File: config.mk
export PLATFORM = sky130hd
export DESIGN_NAME = floating_point_divider
export DESIGN_NICKNAME = d
export VERILOG_FILES = /design/src/rtl/floating_point_divider.sv
export SDC_FILE = /design/constraint.sdc
export NUM_CORES = 1
export LEC_CHECK = 0
export ABC_AREA = 1
export CAP_MARGIN = 20
export CORE_MARGIN = 2
export CORE_UTILIZATION = 35
export CTS_BUF_LIST = sky130_fd_sc_hd__clkbuf_2
export DETAILED_ROUTE_END_ITERATION = 12
export PLACE_DENSITY_LB_ADDON = 0.05
export SYNTH_ARGS = -nofsm -noshare
export SYNTH_HDL_FRONTEND = slang
export SYNTH_SLANG_ARGS = --single-unit
File: constraint.sdc
create_clock -name clk -period 2.5 [get_ports clk]
set_clock_uncertainty 0.2 [all_clocks]
set_input_delay 0.5 -clock clk [delete_from_list [all_inputs] [get_ports clk]]
set_output_delay 0.5 -clock clk [all_outputs]
set_load 0.01 [all_outputs]
File: src/rtl/floating_point_divider.sv
`default_nettype none
// floating_point_divider: sequential binary32 x / y using restoring mantissa division,
// one quotient bit per cycle, truncating rounding, start/done handshake.
module floating_point_divider (
  input  logic        clk,
  input  logic        rst,
  input  logic        start,
  input  logic [31:0] x,
  input  logic [31:0] y,
  output logic        busy,
  output logic        done,
  output logic [31:0] quotient,
  output logic        overflow,
  output logic        div_by_zero
);

  typedef enum logic [1:0] {
    S_IDLE   = 2'd0,
    S_DIVIDE = 2'd1,
    S_NORM   = 2'd2,
    S_DONE   = 2'd3
  } state_t;

  localparam logic [4:0]  c_LAST_ITER = 5'd24;
  localparam logic [31:0] c_QNAN      = 32'h7FC0_0000;

  state_t             r_state;
  logic               r_sign;
  logic [23:0]        r_my;
  logic [24:0]        r_rem;
  logic [24:0]        r_q;
  logic [4:0]         r_cnt;
  logic signed [9:0]  r_exp;
  logic [31:0]        r_res;
  logic               r_res_ovf;
  logic               r_res_dbz;

  logic [7:0]         w_ex;
  logic [7:0]         w_ey;
  logic               w_sign;
  logic signed [9:0]  w_exp_diff;
  logic               w_ge;
  logic [24:0]        w_rem_sub;
  logic [24:0]        w_rem_next;
  logic signed [9:0]  w_norm_exp;
  logic [22:0]        w_norm_man;

  assign w_ex       = x[30:23];
  assign w_ey       = y[30:23];
  assign w_sign     = x[31] ^ y[31];
  assign w_exp_diff = $signed({2'b00, w_ex}) - $signed({2'b00, w_ey}) + 10'sd127;

  // The remainder stays below 2*my after every step, so 25 bits never overflow.
  assign w_ge       = (r_rem >= {1'b0, r_my});
  assign w_rem_sub  = w_ge ? (r_rem - {1'b0, r_my}) : r_rem;
  assign w_rem_next = w_rem_sub << 1;

  // Quotient of two [1,2) mantissas lies in (0.5,2): at most one left shift needed.
  assign w_norm_exp = r_q[24] ? r_exp : (r_exp - 10'sd1);
  assign w_norm_man = r_q[24] ? r_q[23:1] : r_q[22:0];

  always_ff @(posedge clk or negedge rst) begin
    if (!rst) begin
      r_state     <= S_IDLE;
      r_sign      <= 1'b0;
      r_my        <= '0;
      r_rem       <= '0;
      r_q         <= '0;
      r_cnt       <= '0;
      r_exp       <= '0;
      r_res       <= '0;
      r_res_ovf   <= 1'b0;
      r_res_dbz   <= 1'b0;
      busy        <= 1'b0;
      done        <= 1'b0;
      quotient    <= '0;
      overflow    <= 1'b0;
      div_by_zero <= 1'b0;
    end else begin
      done <= 1'b0;
      case (r_state)
        S_IDLE: begin
          if (start) begin
            busy        <= 1'b1;
            overflow    <= 1'b0;
            div_by_zero <= 1'b0;
            r_sign      <= w_sign;
            r_my        <= {1'b1, y[22:0]};
            r_rem       <= {2'b01, x[22:0]};
            r_q         <= '0;
            r_cnt       <= '0;
            r_exp       <= w_exp_diff;
            r_res_ovf   <= 1'b0;
            r_res_dbz   <= 1'b0;
            if (w_ex == 8'hFF || w_ey == 8'hFF) begin
              r_res   <= c_QNAN;
              r_state <= S_DONE;
            end else if (w_ex == 8'h00) begin
              r_res   <= {w_sign, 31'b0};
              r_state <= S_DONE;
            end else if (w_ey == 8'h00) begin
              r_res     <= {w_sign, 8'hFF, 23'b0};
              r_res_dbz <= 1'b1;
              r_state   <= S_DONE;
            end else begin
              r_state <= S_DIVIDE;
            end
          end
        end

        S_DIVIDE: begin
          r_q   <= {r_q[23:0], w_ge};
          r_rem <= w_rem_next;
          r_cnt <= r_cnt + 5'd1;
          if (r_cnt == c_LAST_ITER) begin
            r_state <= S_NORM;
          end
        end

        S_NORM: begin
          r_res_dbz <= 1'b0;
          if (w_norm_exp > 10'sd254) begin
            r_res     <= {r_sign, 8'hFF, 23'b0};
            r_res_ovf <= 1'b1;
          end else if (w_norm_exp < 10'sd1) begin
            r_res     <= {r_sign, 31'b0};
            r_res_ovf <= 1'b0;
          end else begin
            r_res     <= {r_sign, w_norm_exp[7:0], w_norm_man};
            r_res_ovf <= 1'b0;
          end
          r_state <= S_DONE;
        end

        S_DONE: begin
          quotient    <= r_res;
          overflow    <= r_res_ovf;
          div_by_zero <= r_res_dbz;
          done        <= 1'b1;
          busy        <= 1'b0;
          r_state     <= S_IDLE;
        end

        default: r_state <= S_IDLE;
      endcase
    end
  end

endmodule
`default_nettype wire
Word-level counts from Yosys, hierarchy flattened
Cells that the tools add are included.
{ "word_totals": {"ff_bits": 162, "out_inout_bits": 36, "wordCells": 81} }
{ "classes": {"n_addsub": 5, "n_lt_le_gt_ge": 3, "n_eq_ne": 9, "n_mux": 35, "bitwise_logic": 1, "reduce_logical": 13} }
{ "op_table": {"columns": ["operator", "n"], "rows": [
  ["2-to-1 mux 32 bit", 4],
  ["case mux 25 bit (2 select lines)", 2],
  ["case mux 32 bit (2 select lines)", 1],
  ["2-to-1 mux 31 bit", 2],
  ["2-to-1 mux 25 bit", 2],
  [">= comparator 25 x 24 -> 1 bit", 1],
  ["2-to-1 mux 24 bit", 1],
  ["subtractor 24 bit", 1],
  ["2-to-1 mux 23 bit", 1],
  ["equality test 8 bit (second input constant)", 2],
  ["zero test 8 bit", 2],
  ["adder 9 x 8 -> 10 bit (second input constant)", 1],
  ["> comparator 10 x 9 -> 1 bit (second input constant)", 1],
  ["less-than comparator 10 x 2 -> 1 bit (second input constant)", 1],
  ["2-to-1 mux 10 bit", 1],
  ["2-to-1 mux 2 bit", 5],
  ["case mux 1 bit (2 select lines)", 5],
  ["case mux 5 bit (2 select lines)", 1],
  ["AND reduction 2 bit", 5],
  ["subtractor 10 x 2 -> 10 bit (second input constant)", 1],
  ["subtractor 8 x 8 -> 9 bit", 1],
  ["2-to-1 mux 1 bit", 8],
  ["case mux 2 bit (4 select lines)", 1],
  ["nonzero test 2 bit", 3],
  ["11 further kinds", 13]
]} }

Longest topological paths before layout
{ "depth": {"word_depth": 6, "depth_mapped": 16, "ltp_nobuf": 15} }

Least setup slack after synthesis
Ideal clock, no wire load.
{ "synth_path": {"kind": "input to register", "start": "in x[23]", "end": "reg r_exp[7]", "setup_ps": 118, "t_arrival_ps": 2011, "path_slack_ps": 172, "cell_stages": 13, "n_path_buf": 0, "cell_sequence": "inv_1 ha_1 inv_1 fa_1 nand4_1 nand3_1 or2_2 nand2_1 nand2_1 nor2_1 nand3_1 nand3_1 nand2_1"} }
{ "synth_via": {"elab_chain_len": 2} }
{ "synth_lines": {"columns": ["element", "line_no", "source"], "rows": [
  ["start, declared", "8", "input logic [31:0] x,"],
  ["subtractor 8 x 8 -> 9 bit", "51", "assign w_exp_diff = $signed({2'b00, w_ex}) - $signed({2'b00, w_ey}) + 10'sd127;"],
  ["adder 9 x 8 -> 10 bit", "51", null],
  ["end signal, assigned", "92", "r_exp <= w_exp_diff;"],
  ["end, declared", "33", "logic signed [9:0] r_exp;"]
]} }
No other way between the ends.
A chain may end at the register's enable or synchronous reset.

Final worst setup path
{ "layout_path": {"start": "reg r_rem[14]", "end": "reg r_rem[24]"} }
{ "layout_via": {"elab_chain_len": 3} }
{ "layout_lines": {"columns": ["element", "line_no", "source"], "rows": [
  ["start, declared", "30", "logic [24:0] r_rem;"],
  ["start signal, assigned", "89", "r_rem <= {2'b01, x[22:0]};"],
  ["start signal, assigned", "113", "r_rem <= w_rem_next;"],
  ["subtractor 24 bit or >= comparator 25 x 24 -> 1 bit (tied branches)", "55, 54", null],
  ["2-to-1 mux 24 bit (*)", "55", "assign w_rem_sub = w_ge ? (r_rem - {1'b0, r_my}) : r_rem;"],
  ["case mux 25 bit (2 select lines) (*)", "81", "case (r_state)"]
]} }
Mark *: on every way between the ends. The rest lies on a longest branch, timed or not.

==> flow_summary.toml <==
[worst_setup_path]
critPathMaxFanout = 5
path_cells = "ha_4 -> buf_4 -> nand2_1 -> nor2_2 -> nand2_1 -> nor2_1 -> nand4_1 -> nand3_4 -> buf_12 -> clkbuf_16 -> nand3_1 -> nand2_1 -> o21ai_0"
crit_family = "simple AND/OR/NAND/NOR gates"
crit_top_cell = "nand2_1"
cp.required_ns = 3.00
worst-path-buf-inv = 3
crit_path_top_delay_cell = "dfrtp_1"
startpoint_type = "register"
cp.arrival_ns = 2.93
crit_path_end_kind = "register"
cpPeakStageDelay_ns = 0.50
criticalPathCategory = "register to register"

[routing]
routed_wl_um = 27300
avgRoutedWirePerCell_um = 14.3
drc_errors = 0
final_antenna_net_count = 0
drt_iter0_drc = 392
vias = 9004
dr.pass1.iters = 4
via_per_inst = 4.73

[cts]
cts_root_buf = "clkbuf_2"
clk_latency_ns = 0.79
cts.sinks = 162
clockBufferDepth = 2
cts_tree = "yes"
cts.clk_slew.worst_paths_ns = 0.28
htree_num_levels = 4
cts-buffers-inserted = 17

[timing]
slew_headroom = 0.684
period_needed_ns = 2.43
setup_tns_ns = 0
rsz0062_at_grt = "true"
hold_viol = 0
holdWs_ns = 0.0789
slew_viol_final = 0
finalSetupViolations = 0
post-route-period-util = 0.974
tightest_slew_ns = 0.475
fmaxAchievable_mhz = 411

[global_route]
grt_max_degree = 45
grt_pass1_vias = 8760
gr-total-overflow = 0
antenna_found_initial = 1
grt_pass1_wl_um = 44800
grt_usage = 0.194

[layout]
stdcell_count = 1903
finalNetCount = 1654
area_growth_pct = 35.2
postLayoutCoreUtil = 0.482
fillers = 2800
drive_gt1_frac = 0.180

[placed_design]
hpwlAfterDp_um = 20000
routabilityCongestion = 0.916
dpl.cell_count = 1813
portBuffers = 102

[synth]
synthCells = 1305
synth-seq-cells = 162
syn_avg_cell_area_um2 = 7.34
synth_edf_count = 0
synth.distinct_cells = 41
ys.flop_type = "dfrtp_1"
yosysSeqAreaShare = 0.423
netlist_area_um2 = 9580
ys_warn_count = 0
postSynth.asyncResetShare = 1.00
syn-num-nets = 1414

[floorplan]
die_area_um2 = 28700
die_x_um = 169
core_um2 = 26900
io_pins = 103
start_util = 0.356
die_h_um = 169
rows = 60

[pwr]
ir_worst_vdd_mv = 0.678
p_total_mw = 18.3
leakage_nw = 6.56
powerDensity_nw_per_um2 = 1410

[outcome]
status = "complete, no violations"

[job]
drv_cap = 0

[worst_hold_path]
hp-class = "input port to register"
-- routing by layer --
layer / part of all wire / vias up / global-route usage
met3: 0.031 / 23 / 0.0317
met2: 0.46 / 143 / 0.311
met4: 0.014 / 0 / 0.0517
li1: - / 4698 / -
met1: 0.49 / 4140 / 0.272
met5: 0 / - / 0
-- worst min-delay path, delay by kind of cell --
kind / cells / cell delay [ns]
buf+inv: 1 / 0.40
compound gates: 1 / 0.06
simple gates: 1 / 0.06
-- worst paths after layout --
path                            cells past startpoint                  endpoint                  start  slack (ns)
max in group asynchronous                           4      r_rem[6]$_DFFE_PN0P_                    rst        1.17
worst min register to register                      2  quotient[24]$_DFFE_PN0P_  r_res[24]$_DFFE_PN0P_        0.29
min in group asynchronous                           3      r_exp[9]$_DFFE_PN0P_                    rst        0.46
worst max register to register                     13     r_rem[24]$_DFFE_PN0P_  r_rem[14]$_DFFE_PN0P_        0.07
worst min-delay path                                3      r_my[16]$_DFFE_PN0P_                  y[16]        0.08
worst max-delay path                               13     r_rem[24]$_DFFE_PN0P_  r_rem[14]$_DFFE_PN0P_        0.07
-- registers in the layout, summed over array words and instances, names as in the netlist, 2 cells and up --
| name | flops |
|---|---|
| r_cnt | 5 |
| r_q | 25 |
| r_my | 24 |
| r_exp | 10 |
| r_state | 2 |
| r_res | 32 |
| quotient | 32 |
| r_rem | 25 |
-- stage by stage --
stage / area [um^2] / worst slack (ns)
finish: 12900 / 0.0659
global route: 12900 / -0.0610
CTS: 12300 / 0.000647
detailed placement: 11700 / -0.406
global placement: 11700 / -0.384
floorplan: 9580 / 0.172
-- cell usage after synthesis, drive strengths merged, types with 6 or more instances --
cell type  number  area, um^2
nand2         399        1510
inv           181         679
dfrtp         162        4050
o21ai         108         541
nor2          100         385
nand3          82         420
a21oi          45         229
ha             40         500
nand4          29         188
clkbuf         28         105
o22ai          28         175
buf            17         110
a22o           14         123
xnor2          14         123
o211ai         10        75.1
or2             9        56.3
nor3            7        35.0
xor2            7        68.8
o21bai          6        45.0
-- logic make-up after synthesis --
kind of cell    count (synthesis)  share of synthesized area
simple gates                  634                      0.277
buf+inv                       227                     0.0938
compound gates                219                      0.130
flops                         162                      0.423
fa+ha+maj                      42                     0.0564
xor+xnor                       21                     0.0200
-- placed cells by master, fill, tap and decap left out, types with 35 or more instances in the layout --
cell,Yosys,layout
a21oi_1,44,35
nand3_1,80,77
inv_1,177,168
clkdlybuf4s50_1,0,65
nand2_1,396,379
nor2_1,96,89
dfrtp_1,162,160
o21ai_0,105,100
buf_4,6,134
-- power by group --
part | internal (mW) | switching (mW) | total (mW) | leakage, nW
logic | 5.57 | 6.87 | 12.4 | 4.34
clock network | 0.339 | 1.18 | 1.52 | 0.153
registers | 3.68 | 0.639 | 4.31 | 2.07
total | 9.58 | 8.69 | 18.3 | 6.56
-- cell type report --
class	instances	area, um^2	share of cell area
multi-input cells	916	5020	0.388
flip-flops and latches	162	4060	0.313
repair buffers	266	2490	0.192
inverters	182	683	0.0528
well taps	341	427	0.0330
clock inverters	15	173	0.0133
clock buffers	17	85.1	0.00657
diodes	4	10.0	0.000773
-- timing repair --
item,4_1_cts,5_1_grt
hold buffers,11,2
endpoints found under the hold margin,170,2
gates cloned,0,5
gates resized for setup,42,86
pin swaps,2,17
endpoints found under the setup margin,44,61
buffers inserted,15,21
Note: power is estimated with default switching activity, not from simulation.
